**config.mk**
```make
export PLATFORM = sky130hd
export DESIGN_NAME = step_ctrl
export DESIGN_NICKNAME = d
export VERILOG_FILES = /design/src/rtl/step_ctrl.sv
export SDC_FILE = /design/constraint.sdc
export NUM_CORES = 1
export LEC_CHECK = 0
export BUFFER_PORTS_ARGS = -buffer_cell sky130_fd_sc_hd__buf_4
export CAP_MARGIN = 20
export CELL_PAD_IN_SITES_DETAIL_PLACEMENT = 0
export CELL_PAD_IN_SITES_GLOBAL_PLACEMENT = 1
export CORE_MARGIN = 1
export CORE_UTILIZATION = 30
export CTS_BUF_LIST = sky130_fd_sc_hd__clkbuf_4 sky130_fd_sc_hd__clkbuf_8
export DETAILED_ROUTE_END_ITERATION = 12
export GPL_TIMING_DRIVEN = 0
export HOLD_SLACK_MARGIN = 0.05
export PLACE_DENSITY = 0.69
export SYNTH_ARGS = -nofsm -noshare
export SYNTH_HDL_FRONTEND = slang
export SYNTH_SLANG_ARGS = --single-unit
```
**constraint.sdc**
```tcl
create_clock -name clk -period 4.7 [get_ports clk]
set_clock_uncertainty 0.05 [all_clocks]
set_input_delay 0 -clock clk [delete_from_list [all_inputs] [get_ports clk]]
set_output_delay 0 -clock clk [all_outputs]
set_load 0.03 [all_outputs]
```
**src/rtl/step_ctrl.sv**
```systemverilog
// step_ctrl: single-step / run-mode execute controller feeding cpu_en to the RISC16 core.
// Optional WAIT-state watchdog is compiled in by defining STEP_WDOG_EN.
module step_ctrl #(
  parameter int CNT_W   = 16,
  parameter int RUN_DIV = 250,
  parameter int TIMEOUT = 1023
) (
  input  logic             clk,
  input  logic             reset,
  input  logic             step_pulse,
  input  logic             run_sw,
  input  logic             halt_in,
  input  logic             instr_done,
  output logic             cpu_en,
  output logic             busy,
  output logic             halted,
  output logic [CNT_W-1:0] step_count,
  output logic             wdog_err
);

  typedef enum logic [1:0] {
    IDLE   = 2'd0,
    ISSUE  = 2'd1,
    WAIT   = 2'd2,
    HALTED = 2'd3
  } state_t;

  localparam int               DIV_W    = $clog2(RUN_DIV);
  localparam logic [DIV_W-1:0] DIV_LAST = DIV_W'(RUN_DIV - 1);

  if (RUN_DIV < 2 || TIMEOUT < 1) begin : g_param_check
    $error("step_ctrl: RUN_DIV must be >= 2 and TIMEOUT >= 1");
  end

  state_t           state;
  state_t           next_state;
  logic [1:0]       sync_q;
  logic             run_s;
  logic [DIV_W-1:0] div_q;
  logic             run_tick;
  logic             step_req;
  logic             pend_q;
  logic             pend_d;
  logic             count_inc;
  logic             wd_timeout;

  assign run_s    = sync_q[1];
  assign step_req = step_pulse | pend_q | (run_s & run_tick);

  always_ff @(posedge clk) begin
    if (reset) begin
      sync_q <= '0;
    end else begin
      sync_q <= {sync_q[0], run_sw};
    end
  end

  // run_tick is registered off the divider wrap, so an idle run-mode step is
  // issued RUN_DIV+1 cycles after entering IDLE (period RUN_DIV+3 with a
  // one-cycle completion).
  always_ff @(posedge clk) begin
    if (reset) begin
      div_q    <= '0;
      run_tick <= 1'b0;
    end else if (run_s && state == IDLE) begin
      div_q    <= (div_q == DIV_LAST) ? '0 : div_q + DIV_W'(1);
      run_tick <= (div_q == DIV_LAST);
    end else begin
      div_q    <= '0;
      run_tick <= 1'b0;
    end
  end

`ifdef STEP_WDOG_EN
  localparam int WD_W = $clog2(TIMEOUT + 1);

  logic [WD_W-1:0] wcnt_q;

  assign wd_timeout = (wcnt_q == WD_W'(TIMEOUT - 1));

  always_ff @(posedge clk) begin
    if (reset) begin
      wcnt_q   <= '0;
      wdog_err <= 1'b0;
    end else begin
      if (state == WAIT && !instr_done) begin
        wcnt_q <= wcnt_q + WD_W'(1);
      end else begin
        wcnt_q <= '0;
      end
      if (state == WAIT && !instr_done && wd_timeout) begin
        wdog_err <= 1'b1;
      end
    end
  end
`else
  assign wd_timeout = 1'b0;
  assign wdog_err   = 1'b0;
`endif

  always_comb begin
    next_state = state;
    pend_d     = pend_q;
    count_inc  = 1'b0;
    case (state)
      IDLE: begin
        if (halt_in) begin
          next_state = HALTED;
        end else if (step_req) begin
          next_state = ISSUE;
          pend_d     = 1'b0;
        end
      end
      ISSUE, WAIT: begin
        pend_d = pend_q | step_pulse;
        if (instr_done) begin
          count_inc  = 1'b1;
          next_state = halt_in ? HALTED : IDLE;
        end else if (state == ISSUE) begin
          next_state = WAIT;
        end else if (wd_timeout) begin
          next_state = IDLE;
        end
      end
      HALTED: begin
        pend_d = 1'b0;
        if (!halt_in && step_pulse) begin
          next_state = IDLE;
        end
      end
      default: next_state = IDLE;
    endcase
  end

  // Outputs are registered from next_state so they decode the current state
  // without combinational paths to the core.
  always_ff @(posedge clk) begin
    if (reset) begin
      state      <= IDLE;
      pend_q     <= 1'b0;
      cpu_en     <= 1'b0;
      busy       <= 1'b0;
      halted     <= 1'b0;
      step_count <= '0;
    end else begin
      state  <= next_state;
      pend_q <= pend_d;
      cpu_en <= (next_state == ISSUE);
      busy   <= (next_state == ISSUE) || (next_state == WAIT);
      halted <= (next_state == HALTED);
      if (count_inc) begin
        step_count <= step_count + CNT_W'(1);
      end
    end
  end

endmodule
```
==> impl_metrics.csv <==
group,metric,value,unit
worst_hold_path,hold-path-cell-count,4,
die,num_rows,25,
die,dieArea,5390,µm²
clock_tree,cts.sinks,33,
clock_tree,ctsResizeCount,0,
timing,fmax,486,MHz
setup_path,cp_slowest_cell,"or4_1",
clock_tree,cts-root-buf,"clkbuf_8",
drt,drt_iter0_drc,42,
setup_path,crit_type,"flop to flop",
pwr,peakVddDrop,0.000201,V
setup_path,end_kind,"flop",
global_routing,track_usage,0.125,
logic_synthesis,syn_nets,184,
clock_tree,numCtsBuffers,5,
setup_path,cp.arrival,2230,ps
timing,setup_viol_count_final,0,
logic_synthesis,synth_top_area_cell,"dfxtp_1",
logic_synthesis,syn_avg_cell_area,9.05,µm²
clock_tree,clock_path_buffers,2,
logic_synthesis,syn_inst,169,
logic_synthesis,yosys-top-cells-count,"33 x dfxtp_1, 24 x nor2_1, 10 x a21oi_1, 10 x xnor2_1, 9 x ha_1",
drt,route.detailed.drc,0,
setup_path,cp_cell_sequence,"inv_1 -> ha_1 -> and4_4 -> nand2_4 -> or4_1 -> a21oi_1",
die,fp.dieH,73.4,µm
drt,first_pass_iters,4,
logic_synthesis,yosysTopAreaCellShare,0.432,
timing,setup_tns,0,ps
global_routing,grt_pass1_vias,1096,
die,start_util,0.317,
final_layout,areaGrowthSynthToFinish,25.9,%
logic_synthesis,yosys_warnings,0,
clock_tree,clkTransAtPathRegs,70,ps
pwr,p_per_area,402,nW/µm²
timing,finalHoldViolations,0,
clock_tree,cts_tree,"built",
clock_tree,clkLatencyLatePin,280,ps
logic_synthesis,synth.most_common_cell,"dfxtp_1",
global_routing,antenna_found_initial,0,
logic_synthesis,ys_seq_area_frac,0.432,
logic_synthesis,async_flop_share,0,
final_layout,diodes,0,
logic_synthesis,synthTopCellsByArea,"dfxtp_1 43%, ha_1 7.4%, nor2_1 5.9%",
setup_path,rrSetupSlack,2640,ps
logic_synthesis,synth-edff-count,0,
drt,drt-total-wl,3040,µm
timing,rsz0062_at_grt,"no",
setup_path,r2r.worst_path.cells,6,
setup_path,r2r_end,"step_count[13]",
timing,finalCritPeriodShare,0.438,
run_status,status,"completed",
placement,dpl.hpwl,2110,µm
die,die_w,73.4,µm
setup_path,crit_path_start_kind,"flop",
logic_synthesis,synth_seq_cells,33,
placement,place.gp.congestion,0.784,
timing,maxSlewViolCount,0,
timing,holdWs,133,ps
setup_path,cpPeakStageDelay,510,ps
drt,viasPerCell,4.58,
timing,post-route-min-period,2060,ps
logic_synthesis,ys_types,38,
setup_path,crit_path_max_fanout,8,
final_layout,fin_util,0.400,
setup_path,startpoint,"state[1]",
final_layout,drive_above_1_share,0.181,
global_routing,grt-ovfl-total,0,
global_routing,grt_pass1_wl,5020,µm
clock_tree,cts_htree_levels,2,
run,cap_violations,0,
global_routing,grt_max_degree,11,
drt,ant_nets,0,
die,core-area,4820,µm²
pwr,power.total,774,µW
placement,port_buffers,23,
drt,vias,1242,
die,ios,26,
logic_synthesis,syn-cell-area,1530,µm²
setup_path,required,4870,ps
setup_path,critPathCapture,"step_count[13]",
setup_path,r2r_start,"state[1]",
logic_synthesis,synthFlopType,"dfxtp_1",
worst_hold_path,hold_path.class,"primary input to flop",
drt,wire_per_inst,11.2,µm
final_layout,nNetsFinal,219,
pwr,p_leak,0.000756,µW
## cell type report
class | instances | area (µm²)
Inverter | 6 | 22.5
Multi-Input combinational cell | 126 | 823
Buffer | 4 | 22.5
Sequential cell | 33 | 661
Fill cell | 527 | 2890
Tap cell | 67 | 83.8
Clock buffer | 7 | 90.1
Timing Repair Buffer | 28 | 223
## stage by stage
stage / cells / setup WS, ps / cell area, µm²
2_1_floorplan: 169 / 2830 / 1530
3_5_place_dp: 259 / 2660 / 1790
3_3_place_gp: 259 / 2660 / 1790
4_1_cts: 271 / 2610 / 1930
5_1_grt: 271 / 2530 / 1930
6_report: 271 / 2640 / 1930
## report_power, final
part / switching, µW / leakage [µW] / internal, µW
clock network: 100 / 0.0000477 / 122
logic: 125 / 0.000441 / 92.7
registers: 26.3 / 0.000268 / 308
## per-layer routing
layer  vias to the layer above  GRT usage  part of all wire
met5                         -          0                 0
met3                         7     0.0370             0.043
li1                        652          -                 -
met4                         0     0.0577             0.021
met1                       560      0.164              0.50
met2                        23      0.186              0.43
## state kept, by name, summed over array words and instances (netlist names)
| name | flops |
|---|---|
| step_count | 16 |
| div_q | 8 |
| state | 2 |
| sync_q | 2 |
| busy | 1 |
| cpu_en | 1 |
| halted | 1 |
| pend_q | 1 |
| run_tick | 1 |
## cell families (layout without fill, tap and decap cells)
| kind of cell | count (synthesis) | count (layout) | synth area share |
|---|---|---|---|
| AND/OR/NAND/NOR | 77 | 77 | 0.274 |
| AO/OA/AOI/OAI | 21 | 21 | 0.0810 |
| multiplexers | 3 | 3 | 0.0213 |
| XOR/XNOR | 15 | 15 | 0.0859 |
| adder cells (fa/ha/maj) | 9 | 9 | 0.0737 |
| other | 1 | 1 | 0.00245 |
| flip-flops | 33 | 33 | 0.432 |
| buffers and inverters | 10 | 45 | 0.0295 |
## cells in the final DEF (no fill, tap or decap), types with 2 or more instances in the layout
cell           count
clkbuf_1           2
nor2b_1            7
nor3_1             5
nand4_1            6
dlygate4sd3_1      5
nand2b_1           3
nand2_1            6
nor4_1             4
clkbuf_8           6
xor2_1             5
dfxtp_1           33
buf_4             25
xnor2_1           10
ha_1               9
nand3b_1           2
nand3_1            8
nor2_1            24
o21ai_0            5
or3_1              2
a21oi_1           10
inv_1              6
and3_1             2
## how the worst min path moves through the flow
stage	end	slack, ps	startpoint
after floorplan	sync_q[0]	80	run_sw
after global placement	sync_q[0]	170	run_sw
after detailed placement	sync_q[0]	170	run_sw
after CTS	pend_q	130	halt_in
after global routing	pend_q	150	halt_in
final	pend_q	130	halt_in
## worst max-delay path, delay by kind of cell (launching register included)
| family | cells | cell delay [ps] |
|---|---|---|
| flops | 1 | 400 |
| compound gates | 1 | 140 |
| buf+inv | 1 | 90 |
| fa+ha+maj | 1 | 430 |
| simple gates | 3 | 880 |
## repair_timing
item,4_1_cts,5_1_grt
endpoints found under the hold margin,5,0
buffers inserted,0,0
hold buffers,5,0
setup endpoints to repair,0,0
(Power assumes the default switching activity.)
